--- src/rtl/phase_countdown_timer.sv ---
// phase_countdown_timer
//   Loadable down-counter producing the remaining tick count for
//   seconds_display. A phase of N seconds lasts N*TICKS_PER_SECOND
//   cycles; done pulses once on expiry and second_tick marks each
//   whole-second boundary (the last one coincident with done).
//
//   Optional feature macro: COUNTDOWN_PAUSE_EN
//     defined     -> HOLD state built, pause freezes the countdown
//     not defined -> pause port present but ignored
//
// Ports
//   clock         in   system clock, rising edge
//   reset_n       in   asynchronous active-low reset
//   load          in   start a new phase (single-cycle strobe)
//   load_seconds  in   phase duration N in seconds, sampled with load
//   pause         in   hold the count while high (feature-dependent)
//   clock_ticks   out  remaining ticks: (seconds_left-1)*TPS + sub
//   seconds_left  out  remaining whole seconds, 0 when idle
//   second_tick   out  one-cycle strobe at each second boundary
//   busy          out  phase in progress
//   done          out  one-cycle expiry pulse
module phase_countdown_timer #(
  parameter int unsigned TICKS_PER_SECOND = 50000000,
  parameter int unsigned SECONDS_WIDTH    = 6
) (
  input  logic                     clock,
  input  logic                     reset_n,
  input  logic                     load,
  input  logic [SECONDS_WIDTH-1:0] load_seconds,
  input  logic                     pause,
  output logic [31:0]              clock_ticks,
  output logic [SECONDS_WIDTH-1:0] seconds_left,
  output logic                     second_tick,
  output logic                     busy,
  output logic                     done
);

  localparam int unsigned SUB_W =
    (TICKS_PER_SECOND > 1) ? $clog2(TICKS_PER_SECOND) : 1;
  localparam logic [SUB_W-1:0] SUB_MAX = SUB_W'(TICKS_PER_SECOND - 1);
  localparam longint unsigned MAX_TICKS =
    64'(TICKS_PER_SECOND) * ((64'd1 << SECONDS_WIDTH) - 64'd1);

  // Longest phase must fit the 32-bit tick counter.
  generate
    if (TICKS_PER_SECOND == 0 || SECONDS_WIDTH == 0 || SECONDS_WIDTH > 31 ||
        MAX_TICKS > 64'h0000_0000_FFFF_FFFF) begin : g_bad_params
      $error("phase_countdown_timer: TICKS_PER_SECOND * (2**SECONDS_WIDTH-1) overflows 32 bits");
    end
  endgenerate

`ifdef COUNTDOWN_PAUSE_EN
  typedef enum logic [1:0] {S_IDLE, S_RUN, S_HOLD} state_t;
`else
  typedef enum logic [1:0] {S_IDLE, S_RUN} state_t;
`endif

  state_t           r_state;
  logic [SUB_W-1:0] r_sub;

  logic [31:0] w_load_ticks;
  logic        w_load_zero;
  logic        w_count;

  assign w_load_ticks = 32'(load_seconds) * TICKS_PER_SECOND - 32'd1;
  assign w_load_zero  = (load_seconds == '0);

  // A counting step happens on every edge where the phase is active and
  // not paused; leaving HOLD counts on the same edge so a pause of P
  // cycles delays expiry by exactly P cycles.
`ifdef COUNTDOWN_PAUSE_EN
  assign w_count = ((r_state == S_RUN) || (r_state == S_HOLD)) && !pause;
`else
  logic w_unused_pause;
  assign w_unused_pause = pause;
  assign w_count        = (r_state == S_RUN);
`endif

  always_ff @(posedge clock or negedge reset_n) begin
    if (!reset_n) begin
      r_state      <= S_IDLE;
      r_sub        <= '0;
      clock_ticks  <= '0;
      seconds_left <= '0;
      second_tick  <= 1'b0;
      busy         <= 1'b0;
      done         <= 1'b0;
    end else if (load) begin
      second_tick <= 1'b0;
      if (w_load_zero) begin
        r_state      <= S_IDLE;
        r_sub        <= '0;
        clock_ticks  <= '0;
        seconds_left <= '0;
        busy         <= 1'b0;
        done         <= 1'b1;
      end else begin
        r_state      <= S_RUN;
        r_sub        <= SUB_MAX;
        clock_ticks  <= w_load_ticks;
        seconds_left <= load_seconds;
        busy         <= 1'b1;
        done         <= 1'b0;
      end
    end else if (w_count) begin
      if (clock_ticks != '0) begin
        r_state     <= S_RUN;
        clock_ticks <= clock_ticks - 32'd1;
        done        <= 1'b0;
        if (r_sub == '0) begin
          r_sub        <= SUB_MAX;
          seconds_left <= seconds_left - SECONDS_WIDTH'(1);
          second_tick  <= 1'b1;
        end else begin
          r_sub       <= r_sub - SUB_W'(1);
          second_tick <= 1'b0;
        end
      end else begin
        r_state      <= S_IDLE;
        r_sub        <= '0;
        seconds_left <= '0;
        busy         <= 1'b0;
        done         <= 1'b1;
        second_tick  <= 1'b1;
      end
    end else begin
      second_tick <= 1'b0;
      done        <= 1'b0;
`ifdef COUNTDOWN_PAUSE_EN
      if (r_state == S_RUN) r_state <= S_HOLD;
`endif
    end
  end

endmodule

--- config.mk ---
export PLATFORM = sky130hd
export DESIGN_NAME = phase_countdown_timer
export DESIGN_NICKNAME = d
export VERILOG_FILES = /design/src/rtl/phase_countdown_timer.sv
export SDC_FILE = /design/constraint.sdc
export NUM_CORES = 1
export LEC_CHECK = 0
export BUFFER_PORTS_ARGS = -buffer_cell sky130_fd_sc_hd__clkbuf_2
export CAP_MARGIN = 10
export CORE_MARGIN = 1
export CORE_UTILIZATION = 50
export DETAILED_ROUTE_END_ITERATION = 10
export GPL_ROUTABILITY_DRIVEN = 0
export PLACE_DENSITY = 0.76
export SKIP_CTS_REPAIR_TIMING = 1
export SLEW_MARGIN = 40
export SYNTH_ARGS = -nofsm -noshare
export SYNTH_HDL_FRONTEND = slang
export SYNTH_SLANG_ARGS = --single-unit
--- constraint.sdc ---
create_clock -name clock -period 6.05 [get_ports clock]
set_input_delay 0.3025 -clock clock [delete_from_list [all_inputs] [get_ports clock]]
set_output_delay 0.3025 -clock clock [all_outputs]
set_load 0.01 [all_outputs]
After elaboration in Yosys (flattened, before gate mapping)
Cells that the tools add are included.
{ "classes": {"n_reduce_logical": 8, "n_addsub": 4, "n_lt_le_gt_ge": 0, "mul": 1, "eq_ne": 3, "n_shift": 0, "muxes": 30, "n_bitwise": 0, "div_mod_pow": 0} }
{ "ops": {"columns": ["cell", "n"], "rows": [
  ["$mux W26", 5],
  ["$mux W32", 4],
  ["$sub A32 B1 Y32 const B", 2],
  ["$reduce_bool A32 Y1", 1],
  ["$mux W6", 5],
  ["$logic_not A26 Y1", 1],
  ["$sub A26 B1 Y26 const B", 1],
  ["$mul A6 B19 Y25 const B", 1],
  ["$mux W1", 14],
  ["$logic_not A6 Y1", 1],
  ["$reduce_and A2 Y1", 3],
  ["$sub A6 B1 Y6 const B", 1],
  ["$mux W2", 2],
  ["$reduce_bool A2 Y1", 2],
  ["$ne A3 B2 Y1 const B", 1],
  ["$eq A2 B1 Y1 const B", 1],
  ["$ne A2 B2 Y1 const B", 1]
]} }
{ "totals": {"inputBits": 10, "ff_bits": 69, "romBits": 0, "elab_cells": 53, "latchBits": 0, "ramBits": 0, "mem_count": 0} }

Longest topological paths before layout
Gate-level depths: netlist (run 1).
{ "logic_depth": {"ltp_word": 5, "mapped_depth": 17} }

Worst setup path after synthesis (run 1)
No wires, ideal clock.
{ "synth_path": {"path_kind": "input to register", "from": "in load_seconds[3]", "to": "reg clock_ticks[30]", "arrival_ps": 4504, "path_stages": 15, "setup_ps": 124, "setup_slack_ps": 1422, "cell_sequence": "fa_1 -> inv_1 -> fa_1 -> xnor2_1 -> ha_1 -> a21o_1 -> ha_1 -> and3_1 -> a221oi_4 -> or4b_1 -> and4_4 -> and4bb_2 -> nand2_2 -> o311a_1 -> a211o_1"} }
{ "synth_between": {"elab_chain_cells": 4} }
{ "synth_rtl": {"columns": ["element", "line", "source"], "rows": [
  ["from (decl)", "29", "input logic [SECONDS_WIDTH-1:0] load_seconds,"],
  ["$mul A6 B19 Y25", "65", "assign w_load_ticks = 32'(load_seconds) * TICKS_PER_SECOND - 32'd1;"],
  ["$sub A32 B1 Y32", "65", null],
  ["$mux W32 (*)", "90", "if (w_load_zero) begin"],
  ["$mux W32 (*)", "88", "end else if (load) begin"],
  ["to (signal assigned)", "100", "clock_ticks <= w_load_ticks;"],
  ["to (signal assigned)", "108", "clock_ticks <= clock_ticks - 32'd1;"],
  ["to (decl)", "31", "output logic [31:0] clock_ticks,"]
]} }
Mark *: on every way between the ends. The rest lies on a longest branch, timed or not.
A chain may end at the register's enable or synchronous reset.

Worst setup path after layout (run 1)
{ "layout_path": {"from": "in load_seconds[4]", "to": "reg clock_ticks[30]"} }
Same word-level chain as after synthesis.

==> results of run 1 <==
[final timing paths]
check / start / to / slack (ns) / cells past startpoint
min reg2reg: busy / busy / 0.51 / 2
min: reset_n / r_sub[18] / 0.08 / 2
min in group clock: load_seconds[2] / seconds_left[2] / 0.43 / 3
max in group asynchronous: reset_n / clock_ticks[24] / 5.54 / 2
max: load_seconds[4] / clock_ticks[30] / 1.14 / 16
max reg2reg: clock_ticks[20] / r_sub[5] / 2.35 / 7
[critical path, cell delays in order]
cell and delay (ns):
clkbuf_2 0.23, fa_1 0.67, inv_1 0.12, fa_1 0.51, xnor2_1 0.16, ha_1 0.18, a21o_1 0.16, ha_1 0.38
and3_1 0.24, a221oi_4 0.44, or4b_1 0.49, and4_4 0.22, and4bb_2 0.35, nand2_2 0.09, o311a_1 0.30, a211o_1 0.27
[cells in the final DEF (no fill, tap or decap), types with 25 or more instances in the layout]
master / netlist / routed
ha_1: 47 / 47
nor2_1: 64 / 64
a21oi_1: 57 / 55
inv_1: 64 / 64
o21ai_0: 48 / 48
clkbuf_2: 0 / 47
nor3_1: 27 / 27
nand2_1: 52 / 52
xnor2_1: 25 / 25
dfrtp_1: 68 / 68
[power by group through the flow]
stage / Sequential (W) / Combinational (W) / Clock (W)
global placement: 0.000663 / 0.00144 / 0
floorplan: 0.000674 / 0.00111 / 0
global route: 0.000675 / 0.00169 / 0.000540
finish: 0.000665 / 0.00153 / 0.000518
CTS: 0.000662 / 0.00151 / 0.000518
detailed placement: 0.000668 / 0.00150 / 0
[flip-flops by register name, summed over array words and instances (netlist names)]
name,cells
busy,1
clock_ticks,32
done,1
r_state,1
r_sub,26
second_tick,1
seconds_left,6
[logic make-up (layout without fill, tap and decap cells)]
logic type               after synthesis  after routing  share of synthesized area, %
adder cells (fa/ha/maj)               67             67                          16.1
flip-flops                            68             68                          27.7
AO/OA/AOI/OAI                        209            209                          22.1
buffers and inverters                 87            133                          5.38
AND/OR/NAND/NOR                      264            264                          22.1
multiplexers                           1              1                         0.163
XOR/XNOR                              45             45                          6.42
[per-layer routing]
metal	track usage (%)	up-vias	wire length (um)
li1	-	2761	-
met1	33.4	2889	6880
met2	46.0	194	8270
met3	2.41	35	768
met4	10.4	0	363
met5	0	-	0
[cell type report]
class	instances	area, um2
Fill cell	1086	5200
Multi-Input combinational cell	586	4110
Sequential cell	68	1700
Timing Repair Buffer	54	287
Clock buffer	13	250
Inverter	64	240
Tap cell	147	184
Clock inverter	2	35.0
[metrics by stage]
step | cells | setup WS [ns] | hold slack, ns
after floorplan | 741 | 1.42 | 0.00691
after global placement | 919 | 0.965 | 0.470
after detailed placement | 919 | 0.843 | 0.447
after CTS | 934 | 1.17 | 0.103
after global routing | 934 | 0.916 | 0.122
final | 934 | 1.14 | 0.0753
==> flow_metrics.py, run 1 <==
metrics = {
    "die": {
        "start_util_pct": 51.1,
        "num_rows": 40,
        "die_h_um": 113,
        "die_w_um": 113,
        "num_io_pins": 51,
        "coreArea_um2": 12000,
        "die-area_um2": 12700,
    },
    "power": {
        "p_comb_share_pct": 56.4,
        "seq_power_share_pct": 24.5,
        "peakVddDrop_v": 0.000294,
        "p_int_w": 0.00150,
        "finalPower_w": 0.00271,
        "p_clk_share_pct": 19.1,
        "switching_share_pct": 44.9,
        "p_leak_nw": 3.08,
        "powerDensity_nw_per_um2": 398,
        "power_switching_w": 0.00122,
    },
    "clock_network": {
        "clock-root-buffer": "clkbuf_16",
        "path_clk_slew_ns": 0.05,
        "cts_tree": "yes",
        "cts.path.max_buffers": 2,
        "clock_sinks": 68,
        "h-tree-depth": 3,
        "cts_buffers": 9,
        "clk_latency_ns": 0.33,
    },
    "finish": {
        "fin_area_um2": 6810,
        "syn_to_final_growth_pct": 11.0,
        "nets": 860,
        "antenna_cells": 0,
        "post-route-util_pct": 56.7,
        "drive_above_1_share_pct": 10.9,
    },
    "global_routing": {
        "grt_pass1_vias": 5661,
        "overflow": 0,
        "grt_max_degree": 69,
        "groute.usage.overall_pct": 26.2,
        "antenna_found_initial": 0,
        "grt_first_pass_wirelength_mm": 27.0,
    },
    "synth": {
        "yosys-top-cells-count": "68 x dfrtp_1, 64 x inv_1, 64 x nor2_1",
        "ys_types": 65,
        "synth_top_cells_by_area": "dfrtp_1 28%, ha_1 9.6%, fa_1 6.5%, a21oi_1 4.6%, o21ai_0 3.9%",
        "synth-edff-count": 0,
        "synth_top_cell_by_area": "dfrtp_1",
        "yosys_warnings": 0,
        "ys_seq_elements": 68,
        "synth.top_cell.area_share_pct": 27.7,
        "avgSynthCellArea_um2": 8.28,
        "netlist_area_um2": 6140,
        "synthCells": 741,
        "synthFlopType": "dfrtp_1",
        "yosysMostFrequentCell": "dfrtp_1",
        "synthArstFlopShare_pct": 100,
        "syn-num-nets": 818,
        "ys_seq_area_share_pct": 27.7,
    },
    "worst_setup_path": {
        "critical_path_arrival_ns": 5.12,
        "critPathMaxFanout": 8,
        "worstSetupEndpointType": "flop",
        "cp-start-kind": "input port",
        "critical_path_class": "in -> reg",
        "worst-endpoint-required_ns": 6.26,
    },
    "route": {
        "wirelength_mm": 16.3,
        "drcViolationCount": 0,
        "dr.pass1.iters": 7,
        "ant_nets": 0,
        "drtIter0Drc": 540,
        "via_count": 5879,
        "avgRoutedWirePerCell_um": 17.4,
        "viasPerCell": 6.29,
    },
    "run": {
        "cap_viol_max_count": 0,
    },
    "timing": {
        "hold_violations": 0,
        "setup_viol": 0,
        "final.period_utilization_pct": 81.1,
        "clock.fmax_mhz": 204,
        "maxSlewViolCount": 0,
        "rsz0062_at_grt": "no",
        "clock-skew-final_ns": 0.00868,
        "fin_crit_ns": 4.91,
        "relSlewSlack_pct": 45.9,
        "worst_pin_slew_ns": 0.805,
        "fin_setup_tns_ns": 0,
    },
    "worst_hold_path": {
        "min_path_type": "in -> async",
    },
    "status": {
        "status": "finished, final reports clean",
    },
    "placed_design": {
        "io_buffer_count": 49,
        "hpwl_mm": 12.3,
        "placed_area_um2": 6530,
    },
}
Note: power is estimated with default switching activity, not from simulation.
==> run 2, diff against run 1 <==
Settings changed: ABC_AREA set to 1, PLACE_DENSITY 0.76 to 0.78.
Clock period 6.05 ns to 4.15 ns, I/O delays scaled along.
==> run 2 against run 1 <==
Compared with the run above:
- sequential share of layout area down 3.0 points
- critical path depth up 6
- non-clock buffer count up 10
- die area up 14%
- total power up 53%
==> flow_metrics.py, run 2 <==
metrics = {
    "status": {
        "status": "finished, final reports clean",
    },
    "finish": {
        "reg.largest.list": "clock_ticks (32), r_sub (26), seconds_left (6)",
        "drive_above_1_share_pct": 12.4,
        "antenna_cells": 0,
        "layout_common_cells": "243 x nand2_1, 173 x inv_1, 125 x nor2_1",
        "nets": 1172,
        "syn_to_final_growth_pct": 10.8,
        "post-route-util_pct": 57.5,
        "nFillCells": 1320,
        "multi_input_area_um2": 4490,
        "seq_area_um2": 1700,
        "largest_reg_flops": 32,
        "layout_commonest_cell": "nand2_1",
        "max_flop_register": "clock_ticks",
    },
    "placed_design": {
        "place_ws_ns": 0.0780,
        "io_buffer_count": 49,
        "hpwl_mm": 13.6,
    },
    "timing": {
        "final.period_utilization_pct": 91.1,
        "rsz0062_at_grt": "no",
        "worst_pin_slew_ns": 0.805,
        "fin_crit_ns": 3.78,
        "hold_violations": 0,
        "clock.fmax_mhz": 265,
        "setup_viol": 0,
        "clock-skew-final_ns": 0.00793,
        "setup_ws_ns": 0.370,
        "fin_setup_tns_ns": 0,
        "maxSlewViolCount": 0,
        "relSlewSlack_pct": 46.2,
    },
    "worst_setup_path": {
        "max_stage_delay_ns": 0.51,
        "worst-endpoint-required_ns": 4.41,
        "slowest_stage": "fa_1",
        "worstSetupEndpointType": "flop",
        "cp_common_cell": "nand2_1",
        "rr_endpoint": "clock_ticks[31]",
        "reg2reg_depth": 13,
        "critPathMaxFanout": 6,
        "cp-start-kind": "input port",
        "rr_startpoint": "clock_ticks[0]",
        "r2r_slack_ns": 1.54,
        "path_cells": "clkbuf_2 > inv_1 > fa_1 > inv_1 > fa_1 > inv_1 > fa_1 > inv_1 > ha_1 > nand2_1 > nor2_1 > and2_1 > nand2_1 > nand2_1 > nand2_1 > nand2_1 > nand2_1 > nor2_1 > nand3_1 > nand2_1 > nand3_1 > a21oi_1",
        "critical_path_arrival_ns": 4.04,
        "critical_path_class": "in -> reg",
    },
    "clock_network": {
        "cts_buffers": 9,
        "cts_tree": "yes",
        "path_clk_slew_ns": 0.05,
        "h-tree-depth": 3,
        "clk_latency_ns": 0.34,
        "clock-root-buffer": "clkbuf_16",
        "cts.path.max_buffers": 2,
        "clock_sinks": 68,
    },
    "synth": {
        "synth-xor-area-share_pct": 5.62,
        "synth-edff-count": 0,
        "synthFlopType": "dfrtp_1",
        "synth_compound_area_share_pct": 11.9,
        "avgSynthCellArea_um2": 6.72,
        "synth_simple_gate_area_share_pct": 32.6,
        "synth_top_cell_by_area": "dfrtp_1",
        "synth_mux_area_share_pct": 0,
        "yosysMostFrequentCell": "nand2_1",
        "ys_seq_area_share_pct": 24.4,
        "ys_seq_elements": 68,
        "synthArstFlopShare_pct": 100,
        "synth_top_cells_by_area": "dfrtp_1 24%, nand2_1 13%, inv_1 9.3%, ha_1 8.4%, nor2_1 6.7%",
        "ys_types": 49,
        "synthCells": 1040,
        "syn-num-nets": 1117,
        "synth_top_family_by_area": "simple AND/OR/NAND/NOR gates",
        "yosys_warnings": 0,
        "netlist_area_um2": 6990,
        "synthAdderAreaFrac_pct": 14.1,
        "yosys-top-cells-count": "243 x nand2_1, 174 x inv_1, 125 x nor2_1",
        "synth.top_cell.area_share_pct": 24.4,
    },
    "power": {
        "powerDensity_nw_per_um2": 536,
        "peakVddDrop_v": 0.000230,
        "p_leak_nw": 4.11,
    },
    "route": {
        "dr.pass1.iters": 5,
        "avgRoutedWirePerCell_um": 13.7,
        "drtIter0Drc": 527,
        "via_count": 6824,
        "viasPerCell": 5.35,
        "wirelength_mm": 17.5,
        "ant_nets": 0,
        "drcViolationCount": 0,
    },
    "global_routing": {
        "grt_first_pass_wirelength_mm": 29.3,
        "groute.usage.overall_pct": 25.3,
        "antenna_found_initial": 0,
        "overflow": 0,
        "grt_max_degree": 44,
        "grt_pass1_vias": 6206,
    },
    "die": {
        "die-area_um2": 14500,
        "die_h_um": 120,
        "die_w_um": 120,
        "num_rows": 42,
        "coreArea_um2": 13500,
        "num_io_pins": 51,
        "start_util_pct": 51.9,
    },
    "worst_hold_path": {
        "min_path_type": "in -> async",
    },
    "run": {
        "cap_viol_max_count": 0,
    },
}
## run 2: critical path, delay by kind of cell
family | cells | cell delay (ns)
AO/OA/AOI/OAI | 1 | 0.18
buffers and inverters | 5 | 0.40
adder cells (fa/ha/maj) | 4 | 1.91
AND/OR/NAND/NOR | 12 | 1.32
## run 2: logic make-up after synthesis
logic type	Yosys count
flip-flops	68
AO/OA/AOI/OAI	140
adder cells (fa/ha/maj)	67
buffers and inverters	204
AND/OR/NAND/NOR	517
XOR/XNOR	44
## run 2: routing by layer
layer	part of all wire (%)	vias up	track usage, %
met5	0	-	0
met2	44	231	39.7
met3	6.5	18	2.64
met1	48	3148	37.4
li1	-	3427	-
met4	1.2	0	5.79
## run 2: area by class of cell
cell class | count | area share (%)
repair buffers | 64 | 4.69
multi-input cells | 768 | 58.0
clock buffers | 10 | 3.09
flip-flops and latches | 68 | 22.0
inverters | 184 | 8.92
clock inverters | 6 | 0.501
well taps | 176 | 2.85
## run 2: per-stage QoR
stage	area [um2]	power [W]	instances	hold slack (ns)
after floorplan	6990	0.00277	1040	-0.0881
after global placement	7450	0.00335	1259	0.416
final	7740	0.00414	1276	0.411
after detailed placement	7450	0.00340	1259	0.238
after global routing	7740	0.00454	1276	0.478
after CTS	7730	0.00413	1275	-0.112
## run 2: worst max path at each step
stage               startpoint         endpoint  slack [ns]  cells past startpoint
6_report       load_seconds[1]  clock_ticks[31]        0.37                     22
5_1_grt        load_seconds[3]  clock_ticks[23]        0.05                     20
4_1_cts        load_seconds[0]  clock_ticks[31]        0.40                     22
3_5_place_dp   load_seconds[3]  clock_ticks[30]        0.08                     22
3_3_place_gp   load_seconds[3]  clock_ticks[27]        0.15                     19
2_1_floorplan  load_seconds[3]  clock_ticks[31]        0.56                     19
## run 2: power breakdown
group          switching (W)  leakage [nW]  internal [W]  total, W
combinational        0.00161          3.16      0.000851   0.00246
sequential          0.000171         0.813      0.000801  0.000972
clock               0.000293         0.135      0.000419  0.000712
